**src/rtl/tx_chksum_input_controller_pkg.sv**
```systemverilog
// tx_chksum_input_controller_pkg: shared widths, TCP/pseudo-header layouts and payload-length helper
package tx_chksum_input_controller_pkg;
  localparam int IP_ADDR_W = 32;
  localparam int TOT_LEN_W = 16;
  localparam int MAC_INTERFACE_W = 256;
  localparam int MAC_PADBYTES_W = 5;
  localparam int TCP_HDR_W = 160;
  localparam int CHKSUM_PSEUDO_HDR_W = 96;
  localparam logic [7:0] TCP_PROTO = 8'd6;
  typedef struct packed {
    logic [15:0] src_port;
    logic [15:0] dst_port;
    logic [31:0] seq_num;
    logic [31:0] ack_num;
    logic [3:0]  raw_data_offset;
    logic [11:0] flags;
    logic [15:0] win_size;
    logic [15:0] chksum;
    logic [15:0] urg_ptr;
  } tcp_pkt_hdr;
  typedef struct packed {
    logic [IP_ADDR_W-1:0] src_ip;
    logic [IP_ADDR_W-1:0] dst_ip;
    logic [7:0]           zero;
    logic [7:0]           protocol;
    logic [TOT_LEN_W-1:0] tcp_len;
  } chksum_pseudo_hdr;
  typedef enum logic {HDR, PAYLOAD} state_t;
  // Returns {underflow, payload_len}; an underflowing length collapses to zero.
  function automatic logic [TOT_LEN_W:0] calc_payload_len(input logic [TOT_LEN_W-1:0] tcp_len,
                                                          input logic [3:0] data_offset);
    logic [TOT_LEN_W-1:0] hdr_bytes;
    hdr_bytes = TOT_LEN_W'({data_offset, 2'b00});
    return (tcp_len < hdr_bytes) ? {1'b1, {TOT_LEN_W{1'b0}}} : {1'b0, tcp_len - hdr_bytes};
  endfunction
endpackage

```
**src/rtl/tx_chksum_input_controller_if.sv**
```systemverilog
// tx_chksum_input_controller_if: descriptor, payload and request-stream signals of the packer
interface tx_chksum_input_controller_if;
  import tx_chksum_input_controller_pkg::*;
  logic                       src_chksum_tx_hdr_val;
  logic                       chksum_src_tx_hdr_rdy;
  logic [IP_ADDR_W-1:0]       src_chksum_tx_src_ip;
  logic [IP_ADDR_W-1:0]       src_chksum_tx_dst_ip;
  logic [TOT_LEN_W-1:0]       src_chksum_tx_tcp_len;
  tcp_pkt_hdr                 src_chksum_tx_tcp_hdr;
  logic                       src_chksum_tx_data_val;
  logic                       chksum_src_tx_data_rdy;
  logic [MAC_INTERFACE_W-1:0] src_chksum_tx_data;
  logic                       src_chksum_tx_data_last;
  logic [MAC_PADBYTES_W-1:0]  src_chksum_tx_data_padbytes;
  logic [MAC_INTERFACE_W-1:0] req_tdata;
  logic [MAC_INTERFACE_W/8-1:0] req_tkeep;
  logic                       req_tvalid;
  logic                       req_tready;
  logic                       req_tlast;
  modport master (
    output src_chksum_tx_hdr_val, src_chksum_tx_src_ip, src_chksum_tx_dst_ip,
           src_chksum_tx_tcp_len, src_chksum_tx_tcp_hdr, src_chksum_tx_data_val,
           src_chksum_tx_data, src_chksum_tx_data_last, src_chksum_tx_data_padbytes, req_tready,
    input  chksum_src_tx_hdr_rdy, chksum_src_tx_data_rdy, req_tdata, req_tkeep, req_tvalid, req_tlast
  );
  modport slave (
    input  src_chksum_tx_hdr_val, src_chksum_tx_src_ip, src_chksum_tx_dst_ip,
           src_chksum_tx_tcp_len, src_chksum_tx_tcp_hdr, src_chksum_tx_data_val,
           src_chksum_tx_data, src_chksum_tx_data_last, src_chksum_tx_data_padbytes, req_tready,
    output chksum_src_tx_hdr_rdy, chksum_src_tx_data_rdy, req_tdata, req_tkeep, req_tvalid, req_tlast
  );
endinterface

```
**src/rtl/tx_chksum_input_controller_keep_gen.sv**
```systemverilog
// tx_chksum_keep_gen: byte enables and data mask for a payload beat; pad bytes sit at the LSB end
module tx_chksum_keep_gen #(
  parameter int KEEP_WIDTH = 32,
  parameter int PAD_W = $clog2(KEEP_WIDTH)
) (
  input  logic [PAD_W-1:0]        padbytes,
  input  logic                    last,
  output logic [KEEP_WIDTH-1:0]   keep,
  output logic [8*KEEP_WIDTH-1:0] mask
);
  assign keep = last ? {KEEP_WIDTH{1'b1}} << padbytes : {KEEP_WIDTH{1'b1}};
  for (genvar i = 0; i < KEEP_WIDTH; i++) begin : g_mask
    assign mask[8*i+:8] = {8{keep[i]}};
  end
endmodule

```
**src/rtl/tx_chksum_input_controller.sv**
```systemverilog
// tx_chksum_input_controller: packs a TCP descriptor and its payload stream into one AXI-stream packet
module tx_chksum_input_controller
  import tx_chksum_input_controller_pkg::*;
#(
  parameter int DATA_WIDTH = 256,
  parameter int KEEP_WIDTH = DATA_WIDTH/8
) (
  input  logic                          clk,
  input  logic                          rst_n,
  tx_chksum_input_controller_if.slave   bus,
  output logic                          len_err
);
  localparam int CW = TOT_LEN_W;
  localparam int PW = MAC_PADBYTES_W;
  state_t state, state_n;
  tcp_pkt_hdr hdr;
  chksum_pseudo_hdr pseudo;
  logic can_load, hdr_fire, data_fire, last, underflow, zero_pay, cnt_bad, pad_bad;
  logic [CW-1:0] plen, exp_beats, exp_beats_n, beat_cnt;
  logic [PW-1:0] exp_pad, exp_pad_n;
  logic [KEEP_WIDTH-1:0] keep;
  logic [DATA_WIDTH-1:0] mask;
  assign hdr  = bus.src_chksum_tx_tcp_hdr;
  assign last = bus.src_chksum_tx_data_last;
  assign {underflow, plen} = calc_payload_len(bus.src_chksum_tx_tcp_len, hdr.raw_data_offset);
  assign zero_pay = plen == '0;
  assign pseudo = '{src_ip: bus.src_chksum_tx_src_ip, dst_ip: bus.src_chksum_tx_dst_ip,
                    zero: 8'h00, protocol: TCP_PROTO, tcp_len: bus.src_chksum_tx_tcp_len};
  assign exp_beats_n = CW'((32'(plen) + KEEP_WIDTH - 1) / KEEP_WIDTH);
  assign exp_pad_n   = PW'((KEEP_WIDTH - 32'(plen) % KEEP_WIDTH) % KEEP_WIDTH);
  // Ready is gated by rst_n so neither side can hand over a beat while the block is held in reset.
  assign can_load = !bus.req_tvalid || bus.req_tready;
  assign bus.chksum_src_tx_hdr_rdy  = rst_n && state == HDR && can_load;
  assign bus.chksum_src_tx_data_rdy = rst_n && state == PAYLOAD && can_load;
  assign hdr_fire  = bus.src_chksum_tx_hdr_val && bus.chksum_src_tx_hdr_rdy;
  assign data_fire = bus.src_chksum_tx_data_val && bus.chksum_src_tx_data_rdy;
  assign cnt_bad = beat_cnt + CW'(1) != exp_beats;
  assign pad_bad = bus.src_chksum_tx_data_padbytes != exp_pad;
  tx_chksum_keep_gen #(.KEEP_WIDTH(KEEP_WIDTH), .PAD_W(PW)) u_keep_gen (
    .padbytes (bus.src_chksum_tx_data_padbytes),
    .last     (last),
    .keep     (keep),
    .mask     (mask)
  );
  always_ff @(posedge clk or negedge rst_n)
    if (!rst_n) state <= HDR;
    else state <= state_n;
  always_comb begin
    state_n = state;
    if (hdr_fire && !zero_pay) state_n = PAYLOAD;
    if (data_fire && last) state_n = HDR;
  end
  always_ff @(posedge clk or negedge rst_n)
    if (!rst_n) begin
      exp_beats <= '0;
      exp_pad   <= '0;
      beat_cnt  <= '0;
    end else if (hdr_fire) begin
      exp_beats <= exp_beats_n;
      exp_pad   <= exp_pad_n;
      beat_cnt  <= '0;
    end else if (data_fire) beat_cnt <= beat_cnt + CW'(1);
  // Length errors are reported only; framing always follows data_last.
  always_ff @(posedge clk or negedge rst_n)
    if (!rst_n) len_err <= 1'b0;
    else if ((hdr_fire && underflow) || (data_fire && last && (cnt_bad || pad_bad))) len_err <= 1'b1;
  always_ff @(posedge clk or negedge rst_n)
    if (!rst_n) begin
      bus.req_tvalid <= 1'b0;
      bus.req_tdata  <= '0;
      bus.req_tkeep  <= '0;
      bus.req_tlast  <= 1'b0;
    end else if (hdr_fire) begin
      bus.req_tvalid <= 1'b1;
      bus.req_tdata  <= {pseudo, hdr};
      bus.req_tkeep  <= '1;
      bus.req_tlast  <= zero_pay;
    end else if (data_fire) begin
      bus.req_tvalid <= 1'b1;
      bus.req_tdata  <= bus.src_chksum_tx_data & mask;
      bus.req_tkeep  <= keep;
      bus.req_tlast  <= last;
    end else if (bus.req_tready) bus.req_tvalid <= 1'b0;
endmodule

```
**src/flat_wrapper.sv**
```systemverilog
// flat-port wrapper written by rule: the top's interface ports become plain ports
module tx_chksum_input_controller_flat import tx_chksum_input_controller_pkg::*;
#(
  parameter int DATA_WIDTH = 256,
  parameter int KEEP_WIDTH = DATA_WIDTH/8
)
  (clk, rst_n, len_err, bus_src_chksum_tx_hdr_val, bus_src_chksum_tx_src_ip, bus_src_chksum_tx_dst_ip, bus_src_chksum_tx_tcp_len, bus_src_chksum_tx_tcp_hdr, bus_src_chksum_tx_data_val, bus_src_chksum_tx_data, bus_src_chksum_tx_data_last, bus_src_chksum_tx_data_padbytes, bus_req_tready, bus_chksum_src_tx_hdr_rdy, bus_chksum_src_tx_data_rdy, bus_req_tdata, bus_req_tkeep, bus_req_tvalid, bus_req_tlast);
  tx_chksum_input_controller_if bus_i ();
  input  logic clk;
  input  logic rst_n;
  output logic len_err;
  input wire logic [$bits(bus_i.src_chksum_tx_hdr_val)-1:0] bus_src_chksum_tx_hdr_val;
  input wire logic [$bits(bus_i.src_chksum_tx_src_ip)-1:0] bus_src_chksum_tx_src_ip;
  input wire logic [$bits(bus_i.src_chksum_tx_dst_ip)-1:0] bus_src_chksum_tx_dst_ip;
  input wire logic [$bits(bus_i.src_chksum_tx_tcp_len)-1:0] bus_src_chksum_tx_tcp_len;
  input wire logic [$bits(bus_i.src_chksum_tx_tcp_hdr)-1:0] bus_src_chksum_tx_tcp_hdr;
  input wire logic [$bits(bus_i.src_chksum_tx_data_val)-1:0] bus_src_chksum_tx_data_val;
  input wire logic [$bits(bus_i.src_chksum_tx_data)-1:0] bus_src_chksum_tx_data;
  input wire logic [$bits(bus_i.src_chksum_tx_data_last)-1:0] bus_src_chksum_tx_data_last;
  input wire logic [$bits(bus_i.src_chksum_tx_data_padbytes)-1:0] bus_src_chksum_tx_data_padbytes;
  input wire logic [$bits(bus_i.req_tready)-1:0] bus_req_tready;
  output wire logic [$bits(bus_i.chksum_src_tx_hdr_rdy)-1:0] bus_chksum_src_tx_hdr_rdy;
  output wire logic [$bits(bus_i.chksum_src_tx_data_rdy)-1:0] bus_chksum_src_tx_data_rdy;
  output wire logic [$bits(bus_i.req_tdata)-1:0] bus_req_tdata;
  output wire logic [$bits(bus_i.req_tkeep)-1:0] bus_req_tkeep;
  output wire logic [$bits(bus_i.req_tvalid)-1:0] bus_req_tvalid;
  output wire logic [$bits(bus_i.req_tlast)-1:0] bus_req_tlast;
  assign bus_i.src_chksum_tx_hdr_val = bus_src_chksum_tx_hdr_val;
  assign bus_i.src_chksum_tx_src_ip = bus_src_chksum_tx_src_ip;
  assign bus_i.src_chksum_tx_dst_ip = bus_src_chksum_tx_dst_ip;
  assign bus_i.src_chksum_tx_tcp_len = bus_src_chksum_tx_tcp_len;
  assign bus_i.src_chksum_tx_tcp_hdr = bus_src_chksum_tx_tcp_hdr;
  assign bus_i.src_chksum_tx_data_val = bus_src_chksum_tx_data_val;
  assign bus_i.src_chksum_tx_data = bus_src_chksum_tx_data;
  assign bus_i.src_chksum_tx_data_last = bus_src_chksum_tx_data_last;
  assign bus_i.src_chksum_tx_data_padbytes = bus_src_chksum_tx_data_padbytes;
  assign bus_i.req_tready = bus_req_tready;
  assign bus_chksum_src_tx_hdr_rdy = bus_i.chksum_src_tx_hdr_rdy;
  assign bus_chksum_src_tx_data_rdy = bus_i.chksum_src_tx_data_rdy;
  assign bus_req_tdata = bus_i.req_tdata;
  assign bus_req_tkeep = bus_i.req_tkeep;
  assign bus_req_tvalid = bus_i.req_tvalid;
  assign bus_req_tlast = bus_i.req_tlast;
  tx_chksum_input_controller #(.DATA_WIDTH(DATA_WIDTH), .KEEP_WIDTH(KEEP_WIDTH)) u_core (.clk(clk), .rst_n(rst_n), .bus(bus_i), .len_err(len_err));
endmodule
```
**config.mk**
```make
export PLATFORM = sky130hd
export DESIGN_NAME = tx_chksum_input_controller_flat
export DESIGN_NICKNAME = d
export VERILOG_FILES = /design/src/rtl/tx_chksum_input_controller_pkg.sv /design/src/rtl/tx_chksum_input_controller_if.sv /design/src/rtl/tx_chksum_input_controller_keep_gen.sv /design/src/rtl/tx_chksum_input_controller.sv /design/src/flat_wrapper.sv
export SDC_FILE = /design/constraint.sdc
export NUM_CORES = 1
export LEC_CHECK = 0
export CAP_MARGIN = 20
export CELL_PAD_IN_SITES_DETAIL_PLACEMENT = 0
export CELL_PAD_IN_SITES_GLOBAL_PLACEMENT = 2
export CORE_AREA = 2 2 315 317
export CTS_BUF_LIST = sky130_fd_sc_hd__clkbuf_8 sky130_fd_sc_hd__clkbuf_16
export CTS_CLUSTER_SIZE = 16
export DETAILED_ROUTE_END_ITERATION = 16
export DIE_AREA = 0 0 317 319
export GPL_TIMING_DRIVEN = 0
export PLACE_DENSITY_LB_ADDON = 0.1
export REMOVE_ABC_BUFFERS = 1
export SLEW_MARGIN = 20
export SYNTH_ARGS = -nofsm -noshare
export SYNTH_HDL_FRONTEND = slang
export SYNTH_HIERARCHICAL = 1
export SYNTH_SLANG_ARGS = --single-unit
```
**constraint.sdc**
```tcl
create_clock -name clk -period 7.5 [get_ports clk]
set_clock_uncertainty 0.2 [all_clocks]
set_input_delay 1.875 -clock clk [delete_from_list [all_inputs] [get_ports clk]]
set_output_delay 1.875 -clock clk [all_outputs]
set_load 0.02 [all_outputs]
```
==> metrics.json <==
{
  "result_of_the_run": {"value": "finished, final reports clean"},
  "grt_antenna_before_repair": {"value": 15},
  "nets": {"value": 3154},
  "instances_no_fill": {"value": 3972},
  "busiest_layer": {"value": "met2"},
  "holdBufCountCts": {"value": 0},
  "timing.final.setup_violations": {"value": 0},
  "timing.critical_path.from_type": {"value": "primary input"},
  "clock_latency_reported_for_the_late_side_of_the_worst_skew_pair": {"value": 0.61, "unit": "ns"},
  "drc_errors": {"value": 0},
  "critical-path-slowest-cell": {"value": "clkdlybuf4s50_1"},
  "floorplan.die.height": {"value": 319, "unit": "µm"},
  "detailroute.via_count": {"value": 17500},
  "design_area": {"value": 27400, "unit": "µm²"},
  "yosys.area.top_type": {"value": "dfrtp_1"},
  "yosys.cell_count.top_type": {"value": "nand2_1"},
  "r2r_start": {"value": "u_core/bus.req_tvalid"},
  "rsz0062_at_grt": {"value": "no"},
  "maximum_capacitance_violations": {"value": 0},
  "slew_headroom": {"value": 0.264},
  "cts_tree": {"value": "yes"},
  "port_buffer_count": {"value": 799},
  "ys_async_sr_fraction": {"value": 1.00},
  "ys_types": {"value": 74},
  "timing.final.max_slew_violations": {"value": 0},
  "fp-row-count": {"value": 115},
  "grt_pass1_vias": {"value": 18000},
  "tightestPinTransition": {"value": 1.10, "unit": "ns"},
  "min_period_over_period": {"value": 0.802},
  "synthesis.area_per_instance": {"value": 8.33, "unit": "µm²"},
  "synth-seq-area-share": {"value": 0.452},
  "route.final.wire_length": {"value": 92.7, "unit": "mm"},
  "clk_transition_reported_paths": {"value": 0.05, "unit": "ns"},
  "clock_tree.buffer_depth": {"value": 3},
  "routabilityCongestion": {"value": 0.802},
  "global_route.usage.met3": {"value": 0.0627},
  "power_leakage": {"value": 11.2, "unit": "nW"},
  "root_buffer": {"value": "clkbuf_16"},
  "avgRoutedWirePerCell": {"value": 23.3, "unit": "µm"},
  "total_routing_usage_reported_by_global_routing": {"value": 0.177},
  "worstHoldStart": {"value": "u_core/bus.req_tkeep[19]"},
  "cp_data_arrival_time": {"value": 3.94, "unit": "ns"},
  "postSynthCellCount": {"value": 2161},
  "avgViaCountPerCell": {"value": 4.41},
  "synth_edf_count": {"value": 0},
  "cp.required": {"value": 5.43, "unit": "ns"},
  "startpoint_of_the_most_critical_setup_path": {"value": "rst_n"},
  "grt_util_met1": {"value": 0.202},
  "grt_residual_overflow": {"value": 0},
  "powerDensity": {"value": 376, "unit": "nW/µm²"},
  "synth-seq-cells": {"value": 325},
  "placedInstanceArea": {"value": 25800, "unit": "µm²"},
  "use_met2": {"value": 0.312},
  "yosysWarningCount": {"value": 6},
  "ys_top_cells_by_area": {"value": "dfrtp_1 45%, buf_4 11%, a31oi_1 8.6%, nand3_1 8.1%, nand2_1 7.6%"},
  "first_pass_iters": {"value": 5},
  "cts_num_sinks": {"value": 325},
  "hold_crit_class": {"value": "reg -> reg"},
  "cts_made_buffers": {"value": 48},
  "worstPathMaxFanout": {"value": 77},
  "timing.setup.critical_path_class": {"value": "in -> out"},
  "worst_path_largest_cell_delay": {"value": 0.68, "unit": "ns"},
  "crit_path_capture_type": {"value": "output port"},
  "post-dp-hpwl": {"value": 70.0, "unit": "mm"},
  "die_width": {"value": 317, "unit": "µm"},
  "global_route_wire_length_before_repair": {"value": 132, "unit": "mm"},
  "final.min_clock_period": {"value": 6.02, "unit": "ns"},
  "cts_repair_resize_count": {"value": 0},
  "post_cts_buffers": {"value": 0},
  "place_inst": {"value": 3877},
  "max_freq": {"value": 0.166, "unit": "GHz"},
  "timing.critical_path.cells": {"value": "buf_8 -> buf_16 -> and3_1 -> clkdlybuf4s50_1"},
  "final_hold_viol_count": {"value": 0},
  "final_layout_size_suffix_gt1_frac": {"value": 0.0526},
  "final_core_util": {"value": 0.280},
  "report.power.total": {"value": 10.3, "unit": "mW"},
  "synthDominantCellAreaShare": {"value": 0.452},
  "drt_iter0_markers": {"value": 811},
  "fp.dieArea": {"value": 101000, "unit": "µm²"},
  "clock_tree.htree_level_count": {"value": 2},
  "post_synth_most_frequent_cells": {"value": "365 x nand2_1, 325 x dfrtp_1, 291 x nand3_1, 270 x nor2_1, 259 x buf_4"},
  "area_delta_synth_final": {"value": 52.1, "unit": "%"},
  "synth_top_flop_cell": {"value": "dfrtp_1"},
  "totalNegativeSetupSlack": {"value": 0, "unit": "ns"},
  "vdd.ir_drop.worst": {"value": 0.167, "unit": "mV"},
  "detail-route-antenna-nets": {"value": 0},
  "maximum_number_of_pins_on_one_net_before_global_route_repair": {"value": 79},
  "initial_cell_density_of_the_core": {"value": 0.184},
  "core-area": {"value": 97700, "unit": "µm²"},
  "io_pins": {"value": 800},
  "mappedNetlistArea": {"value": 18000, "unit": "µm²"}
}
## layout make-up
type / count / area (µm²)
Antenna cell: 6 / 15.0
Fill cell: 10400 / 70300
Clock inverter: 27 / 154
Multi-Input combinational cell: 1426 / 7370
Sequential cell: 325 / 8130
Clock buffer: 62 / 1420
Inverter: 13 / 48.8
Timing Repair Buffer: 826 / 8640
Tap cell: 1287 / 1610
## cells by family (layout without fill, tap and decap cells)
logic type,after synthesis,in the layout,synth area share
xor+xnor,42,42,0.0213
flops,325,325,0.452
buf+inv,418,928,0.144
fa+ha+maj,7,7,0.00528
mux,6,6,0.00368
compound gates,368,368,0.134
other cells,1,15,0.000208
simple gates,994,994,0.240
## metal layers
layer  wire, µm  vias up
li1           -     8176
met1      36500     8623
met2      46200      610
met3       7840      104
met4       2020       18
met5        108        -
## per-stage QoR
stage	setup slack (ns)	hold WS, ns
CTS	1.41	0.296
floorplan	-4.43	0.264
detailed placement	1.42	0.280
finish	1.48	0.290
global route	1.31	0.314
global placement	-27.62	0.279
## worst max-delay path: cells and delay by family
| kind | cells | cell delay [ns] |
|---|---|---|
| and+or+nand+nor | 1 | 0.42 |
| buffers and inverters | 3 | 1.43 |
## sequential cells by signal, indices dropped and copies added (netlist names)
register,cells
u_core/bus.req_tlast,1
u_core/bus.req_tvalid,1
u_core/beat_cnt,16
u_core/exp_beats,12
u_core/state,1
u_core/bus.req_tdata,256
u_core/bus.req_tkeep,32
u_core/exp_pad,5
u_core/len_err,1
## power by group
| part | total [mW] | internal [mW] | switching [mW] |
|---|---|---|---|
| logic | 4.93 | 2.23 | 2.70 |
| clock network | 2.28 | 1.35 | 0.931 |
| registers | 3.08 | 2.60 | 0.482 |
## path summary, 6_finish.rpt
kind / to / slack (ns) / depth (start not counted)
max: bus_chksum_src_tx_data_rdy / 1.48 / 4
min: u_core/bus.req_tkeep[19] / 0.29 / 2
max reg2reg: u_core/bus.req_tdata[228] / 4.72 / 9
min reg2reg: u_core/bus.req_tkeep[19] / 0.29 / 2
max in group asynchronous: u_core/bus.req_tdata[160] / 5.12 / 2
min in group asynchronous: u_core/bus.req_tdata[217] / 1.01 / 1
## cell usage in the layout (no fill, tap or decap), types with 4 or more instances in the layout
cell and count:
o21a_1 4, nor2_1 269, nor4_1 6, nand4_1 4, conb_1 9, buf_16 16
nor2_2 4, a21oi_1 9, clkbuf_16 50, nor3_1 8, clkinv_2 8, a31oi_1 246
xnor2_1 26, mux2i_1 4, xor2_1 14, and3_1 12, inv_1 27, clkbuf_8 12
nand2_1 363, nand3_1 291, clkdlybuf4s50_1 798, ha_1 6, o21ai_0 28, buf_12 8
and2_1 4, o31ai_1 15, diode_2 6, dfrtp_1 325, a32o_1 15, o21ai_2 8
nand2b_1 4, o21ai_1 16
(Power assumes the default switching activity.)
